===== config.mk =====
export PLATFORM = sky130hd
export DESIGN_NAME = chess_clock_display
export DESIGN_NICKNAME = d
export VERILOG_FILES = /design/src/rtl/chess_clock_pkg.sv /design/src/rtl/seg7_decode.sv /design/src/rtl/chess_clock_display.sv
export SDC_FILE = /design/constraint.sdc
export NUM_CORES = 1
export LEC_CHECK = 0
export BUFFER_PORTS_ARGS = -buffer_cell sky130_fd_sc_hd__buf_2
export CAP_MARGIN = 25
export CORE_MARGIN = 5
export CORE_UTILIZATION = 54
export DETAILED_ROUTE_END_ITERATION = 8
export PLACE_DENSITY = 0.85
export SETUP_SLACK_MARGIN = 0.02
export SLEW_MARGIN = 20
export SYNTH_ARGS = -nofsm -noshare
export SYNTH_HDL_FRONTEND = slang
export SYNTH_SLANG_ARGS = --single-unit

===== constraint.sdc =====
create_clock -name clk -period 2.75 [get_ports clk]
set_clock_uncertainty 0.1 [all_clocks]
set_input_delay 0.275 -clock clk [delete_from_list [all_inputs] [get_ports clk]]
set_output_delay 0.275 -clock clk [all_outputs]
set_load 0.05 [all_outputs]

===== src/rtl/chess_clock_pkg.sv =====
// Shared constants and digit-position map for the chess clock display.
package chess_clock_pkg;

  localparam int unsigned MIN_MSB     = 9;
  localparam int unsigned TENS_MSB    = 6;
  localparam int unsigned UNITS_MSB   = 3;
  localparam int unsigned DIGIT_COUNT = 8;

  localparam logic [6:0] SEG_BLANK = 7'h7F;
  localparam logic [6:0] SEG_DASH  = 7'h3F;

  typedef enum logic [1:0] {
    FieldMin,
    FieldTens,
    FieldUnits,
    FieldBlank
  } field_e;

  typedef struct packed {
    logic   white;
    field_e field;
  } digit_sel_t;

  // idx 7..5 carry white M.SS, 2..0 black M.SS, 4..3 are the gap.
  function automatic digit_sel_t digit_map(input logic [2:0] idx);
    digit_sel_t sel;
    sel.white = idx[2] & (idx[1] | idx[0]);
    case (idx)
      3'd7, 3'd2: sel.field = FieldMin;
      3'd6, 3'd1: sel.field = FieldTens;
      3'd5, 3'd0: sel.field = FieldUnits;
      default:    sel.field = FieldBlank;
    endcase
    return sel;
  endfunction

endpackage


===== src/rtl/seg7_decode.sv =====
// Active-low 7-segment decoder; invalid or out-of-range values show a dash.
module seg7_decode
  import chess_clock_pkg::*;
(
  input  logic [3:0] value,
  input  logic       valid,
  output logic [6:0] seg
);

  always_comb begin
    seg = SEG_DASH;
    if (valid) begin
      case (value)
        4'd0:    seg = 7'h40;
        4'd1:    seg = 7'h79;
        4'd2:    seg = 7'h24;
        4'd3:    seg = 7'h30;
        4'd4:    seg = 7'h19;
        4'd5:    seg = 7'h12;
        4'd6:    seg = 7'h02;
        4'd7:    seg = 7'h78;
        4'd8:    seg = 7'h00;
        4'd9:    seg = 7'h10;
        default: seg = SEG_DASH;
      endcase
    end
  end

endmodule


===== src/rtl/chess_clock_display.sv =====
// Multiplexed 8-digit display of both chess clock countdowns with side flashing.
module chess_clock_display
  import chess_clock_pkg::*;
#(
  parameter int unsigned CLK_HZ   = 100_000_000,
  parameter int unsigned SCAN_HZ  = 1_000,
  parameter int unsigned BLINK_HZ = 2
) (
  input  logic       clk,
  input  logic       rst,
  input  logic [9:0] countdownWhite,
  input  logic [9:0] countdownBlack,
  input  logic       turn,
  output logic [7:0] an,
  output logic [6:0] seg,
  output logic       dp
);

  localparam int unsigned SCAN_DIV  = CLK_HZ / SCAN_HZ;
  localparam int unsigned BLINK_DIV = CLK_HZ / (2 * BLINK_HZ);
  localparam int unsigned SCAN_W    = (SCAN_DIV > 1) ? $clog2(SCAN_DIV) : 1;
  localparam int unsigned BLINK_W   = (BLINK_DIV > 1) ? $clog2(BLINK_DIV) : 1;
  localparam int unsigned IDX_W     = $clog2(DIGIT_COUNT);

  logic [SCAN_W-1:0]  scan_cnt;
  logic [BLINK_W-1:0] blink_cnt;
  logic [IDX_W-1:0]   idx;
  logic               hidden;
  logic [9:0]         snap_white, snap_black;
  logic               scan_tick, blink_tick;

  assign scan_tick  = (scan_cnt == SCAN_W'(SCAN_DIV - 1));
  assign blink_tick = (blink_cnt == BLINK_W'(BLINK_DIV - 1));

  always_ff @(posedge clk or posedge rst) begin
    if (rst) begin
      scan_cnt   <= '0;
      blink_cnt  <= '0;
      idx        <= '0;
      hidden     <= 1'b0;
      snap_white <= 10'd0;
      snap_black <= 10'd0;
    end else begin
      scan_cnt  <= scan_tick ? '0 : scan_cnt + 1'b1;
      blink_cnt <= blink_tick ? '0 : blink_cnt + 1'b1;
      if (blink_tick) hidden <= ~hidden;
      if (scan_tick) begin
        idx <= idx + 1'b1;
        // Latch at the frame boundary so a frame never mixes two input values.
        if (idx == IDX_W'(DIGIT_COUNT - 1)) begin
          snap_white <= countdownWhite;
          snap_black <= countdownBlack;
        end
      end
    end
  end

  digit_sel_t sel;
  logic [9:0] side;
  logic [3:0] dec_value;
  logic       dec_valid;
  logic [6:0] dec_seg;
  logic       flash_white, flash_black, blank;
  logic [7:0] an_d;
  logic [6:0] seg_d;
  logic       dp_d;

  seg7_decode u_decode (
    .value (dec_value),
    .valid (dec_valid),
    .seg   (dec_seg)
  );

  always_comb begin
    sel       = digit_map(idx);
    side      = sel.white ? snap_white : snap_black;
    dec_value = 4'd0;
    dec_valid = 1'b0;
    case (sel.field)
      FieldMin: begin
        dec_value = {1'b0, side[MIN_MSB -: 3]};
        dec_valid = 1'b1;
      end
      FieldTens: begin
        dec_value = {1'b0, side[TENS_MSB -: 3]};
        dec_valid = (side[TENS_MSB -: 3] <= 3'd5);
      end
      FieldUnits: begin
        dec_value = side[UNITS_MSB -: 4];
        dec_valid = (side[UNITS_MSB -: 4] <= 4'd9);
      end
      default: begin
        dec_value = 4'd0;
        dec_valid = 1'b0;
      end
    endcase

    // A timed-out side always flashes; otherwise the side to move does.
    flash_white = (snap_white == 10'd0) || !turn;
    flash_black = (snap_black == 10'd0) || turn;
    blank = (sel.field == FieldBlank) ||
            (hidden && (sel.white ? flash_white : flash_black));

    an_d  = blank ? 8'hFF : ~(8'b1 << idx);
    seg_d = blank ? SEG_BLANK : dec_seg;
    dp_d  = blank ? 1'b1 : (sel.field != FieldMin);
  end

  always_ff @(posedge clk or posedge rst) begin
    if (rst) begin
      an  <= 8'hFF;
      seg <= SEG_BLANK;
      dp  <= 1'b1;
    end else if (scan_tick) begin
      an  <= an_d;
      seg <= seg_d;
      dp  <= dp_d;
    end
  end

endmodule


=== Word level (Yosys, flattened, before mapping) ===
Memory sizes are Yosys's and may differ from the RTL's.
Cells that the tools add are included.

* Equality and inequality tests: 10
* Shift operators: 1
* $add $sub $neg: 3
* Reduce and logical (&&, ||, !) cells: 14
* Mux-type cells: 11
* Bitwise gates (word level): 4
* $lt $le $gt $ge: 2

{| class="wikitable"
|+ Operator list
! operator !! number
|-
| $add 25x1->25 const B || 1
|-
| $eq 25x25->1 const B || 1
|-
| $mux 25 || 1
|-
| $logic_not 10->1 || 2
|-
| $add 17x1->17 const B || 1
|-
| $eq 17x17->1 const B || 1
|-
| $mux 17 || 1
|-
| $mux 7 || 2
|-
| $pmux 4 s3 || 1
|-
| $mux 10 || 1
|-
| $eq 3x3->1 const B || 3
|-
| $mux 8 || 1
|-
| $not 8->8 || 1
|-
| $shl 1x3->8 const A || 1
|-
| $pmux 2 s3 || 1
|-
| $reduce_or 2->1 || 3
|-
| $eq 2x2->1 const B || 2
|-
| $le 4x4->1 const B || 1
|-
| $add 3x1->3 const B || 1
|-
| $eq 3x1->1 const B || 1
|-
| $eq 3x2->1 const B || 1
|-
| $le 3x3->1 const B || 1
|-
| $logic_not 3->1 || 1
|-
| $logic_or 1x1->1 || 3
|-
| other kinds (11) || 12
|}

* Logic and storage cells: 55
* Memories kept: 1
* Memory bits (read-only): 112
* Flip-flop bits (word level): 82

{| class="wikitable"
|+ Memories
! name !! depth !! width !! rd ports !! clocked after memory_dff !! write ports !! line !! source
|-
| (name not given) || 16 || 7 || 1 || 0 || 0 || seg7_decode.sv:13 || <nowiki>case (value)</nowiki>
|}

=== Logic depth before layout (Yosys ltp) ===
An unclocked memory read counts as a cell.

* Depth after elaboration: 8
* Depth in mapped cells: 13

=== By module ===
A second synthesis with hierarchy kept.

* Cells, all modules: 408
* Area, all modules: 4,304.1 um2

{| class="wikitable"
|+ Modules (own cells, without submodules)
! module !! area each (um2) !! instances !! cells each
|-
| chess_clock_display || 4,077.7 || 1 || 373
|-
| seg7_decode || 226.5 || 1 || 35
|}

=== Worst setup path before layout ===
No wires, ideal clock.

* Path type: reg2reg
* Start: register idx[0]
* End: register seg[3]
* Stages on the path, launching flop included: 12
* Buffers on the path: 1
* Slack: 0.080 ns
* Setup time: 0.083 ns
* Data required time: 2.567 ns
* Period minus slack after synthesis: 2.670 ns
* Data arrival time: 2.487 ns
* Cell sequence: dfrtp_1 > inv_1 > ha_1 > clkbuf_1 > nor2_1 > or4_4 > o2111ai_1 > inv_1 > ha_1 > nand2_1 > nor2_1 > o32a_1

* Longest elaborated chain between the ends: 8

{| class="wikitable"
|+ Ends and longest elaborated chain
! element !! line !! source
|-
| start: declaration || chess_clock_display.sv:27 || <nowiki>logic [IDX_W-1:0] idx;</nowiki>
|-
| start signal: assignment || chess_clock_display.sv:48 || <nowiki>idx <= idx + 1'b1;</nowiki>
|-
| $eq 3x3->1 (tied with other cells) || chess_clock_pkg.sv:28 || <nowiki>case (idx)</nowiki>
|-
| $reduce_or 2->1 || chess_clock_pkg.sv:28 ||
|-
| $pmux 2 s3 || chess_clock_pkg.sv:28 ||
|-
| $eq 2x2->1 (tied with other cells) || chess_clock_display.sv:79 || <nowiki>case (sel.field)</nowiki>
|-
| $pmux 4 s3 || chess_clock_display.sv:79 ||
|-
| $mem_v2 16x7 || n/a ||
|-
| $mux 7 || seg7_decode.sv:12 || <nowiki>if (valid) begin</nowiki>
|-
| $mux 7 * || chess_clock_display.sv:105 || <nowiki>seg_d = blank ? SEG_BLANK : dec_seg;</nowiki>
|-
| end signal: assignment || chess_clock_display.sv:116 || <nowiki>seg <= seg_d;</nowiki>
|-
| end: declaration || chess_clock_display.sv:15 || <nowiki>output logic [6:0] seg,</nowiki>
|}

Every way passes the cells marked *; elsewhere a longest branch is shown, timed or not.
A chain may end at the register's enable or synchronous reset.

=== Final worst setup path ===
* Start: register idx[0]
* End: register seg[5]

The elaborated chain is that of the path after synthesis.

==> results.toml <==
[clock_network]
insertion_delay_ns = 0.37
cts_max_level = 3
clock-sinks = 82
cts_tree = "done"
cts_root_buf = "clkbuf_8"
cts_buffer_depth = 2
numCtsBuffers = 9
clk_pin_slew_ns = 0.08

[placement]
numPortBuffers = 38
gp_congestion = 0.909
place_inst = 541
place_hpwl_microns = 6590
dp_slack_ns = -0.0514

[critical_path]
cp-end-kind = "flip-flop"
rr_startpoint = "idx[0]"
crit_chain = "inv_2 > ha_2 > and2b_1 > or4_4 > o2111ai_4 > ha_2 > inv_1 > or3_1 > a41oi_2"
cpMaxStageDelayCell = "or4_4"
rrSetupSlack_ns = 0.12
cp_max_fo = 3
critical_path_buf_inv_count = 2
crit_required_ns = 2.94
slowest_delay_ns = 0.57
critPathMostFrequentCell = "ha_2"
arrival_ns = 2.82
r2r_end = "seg[5]"
startpoint_type = "flip-flop"
path_class = "reg2reg"
critPathTopFamily = "simple AND/OR/NAND/NOR gates"
reg2regPathDepth = 9

[synth]
synthFlopType = "dfrtp_1"
ys_seq_elements = 82
ys_types = 60
postSynthAreaPerCell_sq_um = 10.6
synth-edff-count = 0
yosysSeqAreaShare_pct = 49.1
netlist_instances = 399
ys_async_sr_fraction_pct = 100
ys_warn_count = 0
syn-cell-area_sq_um = 4220
synth_nets = 435

[final_layout]
antenna_cells = 0
drive_gt1_share_pct = 28.7
final_common_cell = "dfrtp_1"
final_cells = 562
syn_to_final_growth_pct = 16.7
final_cell_mix = "dfrtp_1, nor2_1, buf_2"
finalNetCount = 491

[floorplanning]
die_area_sq_um = 9690
die_x_microns = 98.4
io-pin-count = 39
rows = 32
core_area_sq_um = 7690
start_util_pct = 54.9
dieHeight_microns = 98.4

[grt]
antenna_found_initial = 0
grt_max_degree = 50
grt_use_total_pct = 20.3
grt_pass1_wl_microns = 16100
grt-ovfl-total = 0
grt_pass1_vias = 3296

[pwr]
share_seq_of_total_power_pct = 55.6
ir_worst_vdd_uv = 401
swShare_pct = 23.1
combPwrFrac_pct = 4.9
intPower_uw = 1710
leakagePower_uw = 0.00215
p_switching_uw = 515
power.density_nw_per_um2 = 452
clockPowerShare_pct = 39.5

[detailed_routing]
drt_wl_total_microns = 9610
vias = 3391
firstDrtPassIters = 5
vias_per_cell = 6.03
avgRoutedWirePerCell_microns = 17.1
drtAntennaViolNets = 0
route.detailed.drc = 0
drtIter0Drc = 210

[sta]
fin_crit_sh_pct = 95.5
worst_slew_pin_slew_ns = 0.851
slew_headroom_pct = 42.6
layout_setup_ws_ns = 0.123
post-route-min-period_ns = 2.63
slew_viol_final = 0
final-setup-viol-count = 0
finalHoldViolCount = 0
max_freq_ghz = 0.381

[run]
cap_viol_max_count = 0

[min_path]
hold_class = "in2reg"
min_delay_path_depth = 2
whs_endpoint = "snap_white[5]"
holdCritStartpoint = "countdownWhite[5]"

[outcome]
status = "completed"
-- cells by family (layout without fill, tap and decap cells) --
logic type | Yosys count | after routing | share of synthesized area (%)
flops | 82 | 82 | 49.1
simple gates | 159 | 159 | 20.5
buf+inv | 27 | 88 | 2.61
fa+ha+maj | 13 | 13 | 3.85
compound gates | 53 | 53 | 8.98
mux | 29 | 29 | 7.50
xor+xnor | 36 | 36 | 7.47
-- registers in the layout, summed over array words and instances, names as in the netlist --
name        flops
dp              1
blink_cnt      25
hidden          1
seg             7
idx             3
scan_cnt       17
an              8
snap_black     10
snap_white     10
-- routing by layer --
layer  global-route usage [%]  wire [microns]
met5                        0               0
met4                     5.46             219
met2                     30.8            4630
met3                     7.50             700
met1                     27.6            4060
-- cell type report --
type / count / area, sq um
Tap cell: 102 / 128
Timing Repair Buffer: 62 / 389
Clock inverter: 4 / 51.3
Clock buffer: 12 / 145
Multi-Input combinational cell: 290 / 2110
Sequential cell: 82 / 2070
Fill cell: 598 / 2760
Inverter: 10 / 38.8
-- through the flow --
stage / utilization [%] / TNS (ns) / power [uW] / area, sq um / hold slack (ns)
5_1_grt: 64.1 / -0.0480 / 2320 / 4930 / 0.0310
3_3_place_gp: 60.2 / 0 / 1360 / 4620 / 0.352
4_1_cts: 63.0 / 0 / 2240 / 4840 / 0.0273
2_1_floorplan: - / 0 / 1320 / 4220 / 0.326
6_report: 64.1 / 0 / 2230 / 4930 / 0.0373
3_5_place_dp: 60.2 / -0.0825 / 1360 / 4620 / 0.367
-- synth_stat cells (4+ instances only) --
cell type	n	area, sq um
a21oi_1	9	45.0
a31oi_1	6	37.5
and3_1	8	50.1
and4_1	4	35.0
clkbuf_1	14	52.6
dfrtp_1	66	1650
dfstp_2	16	420
ha_1	13	163
inv_1	10	37.5
mux2_2	21	236
mux2i_1	8	80.1
nand2_1	24	90.1
nand3_1	18	90.1
nand3b_1	8	60.1
nand4_1	9	56.3
nor2_1	43	161
nor3_1	9	45.0
nor4_1	9	56.3
nor4b_1	4	35.0
o21ai_0	10	50.1
o32a_1	4	40.0
xnor2_1	24	210
xor2_1	12	105
-- worst max-delay path by stage --
stage,start,to,slack (ns),cells after the start
after global placement,idx[0],seg[5],0.11,9
after global routing,idx[0],an[1],-0.05,6
after floorplan,idx[0],seg[3],0.08,11
final,idx[0],seg[5],0.12,9
after detailed placement,idx[0],seg[3],-0.05,10
after CTS,idx[0],seg[3],0.02,9
-- timing repair --
action	4_1_cts	5_1_grt
setup endpoints to repair	3	6
hold endpoints to repair	32	0
pin swaps	0	5
resized for setup	3	16
setup buffers	0	4
hold buffers	1	0
-- power groups by stage --
stage          logic (uW)  registers [uW]  clock network (uW)
2_1_floorplan        61.5            1250                   0
3_3_place_gp         97.0            1260                   0
3_5_place_dp          101            1260                   0
4_1_cts               104            1240                 893
5_1_grt               122            1240                 952
6_report              109            1240                 880
(Power assumes the default switching activity.)
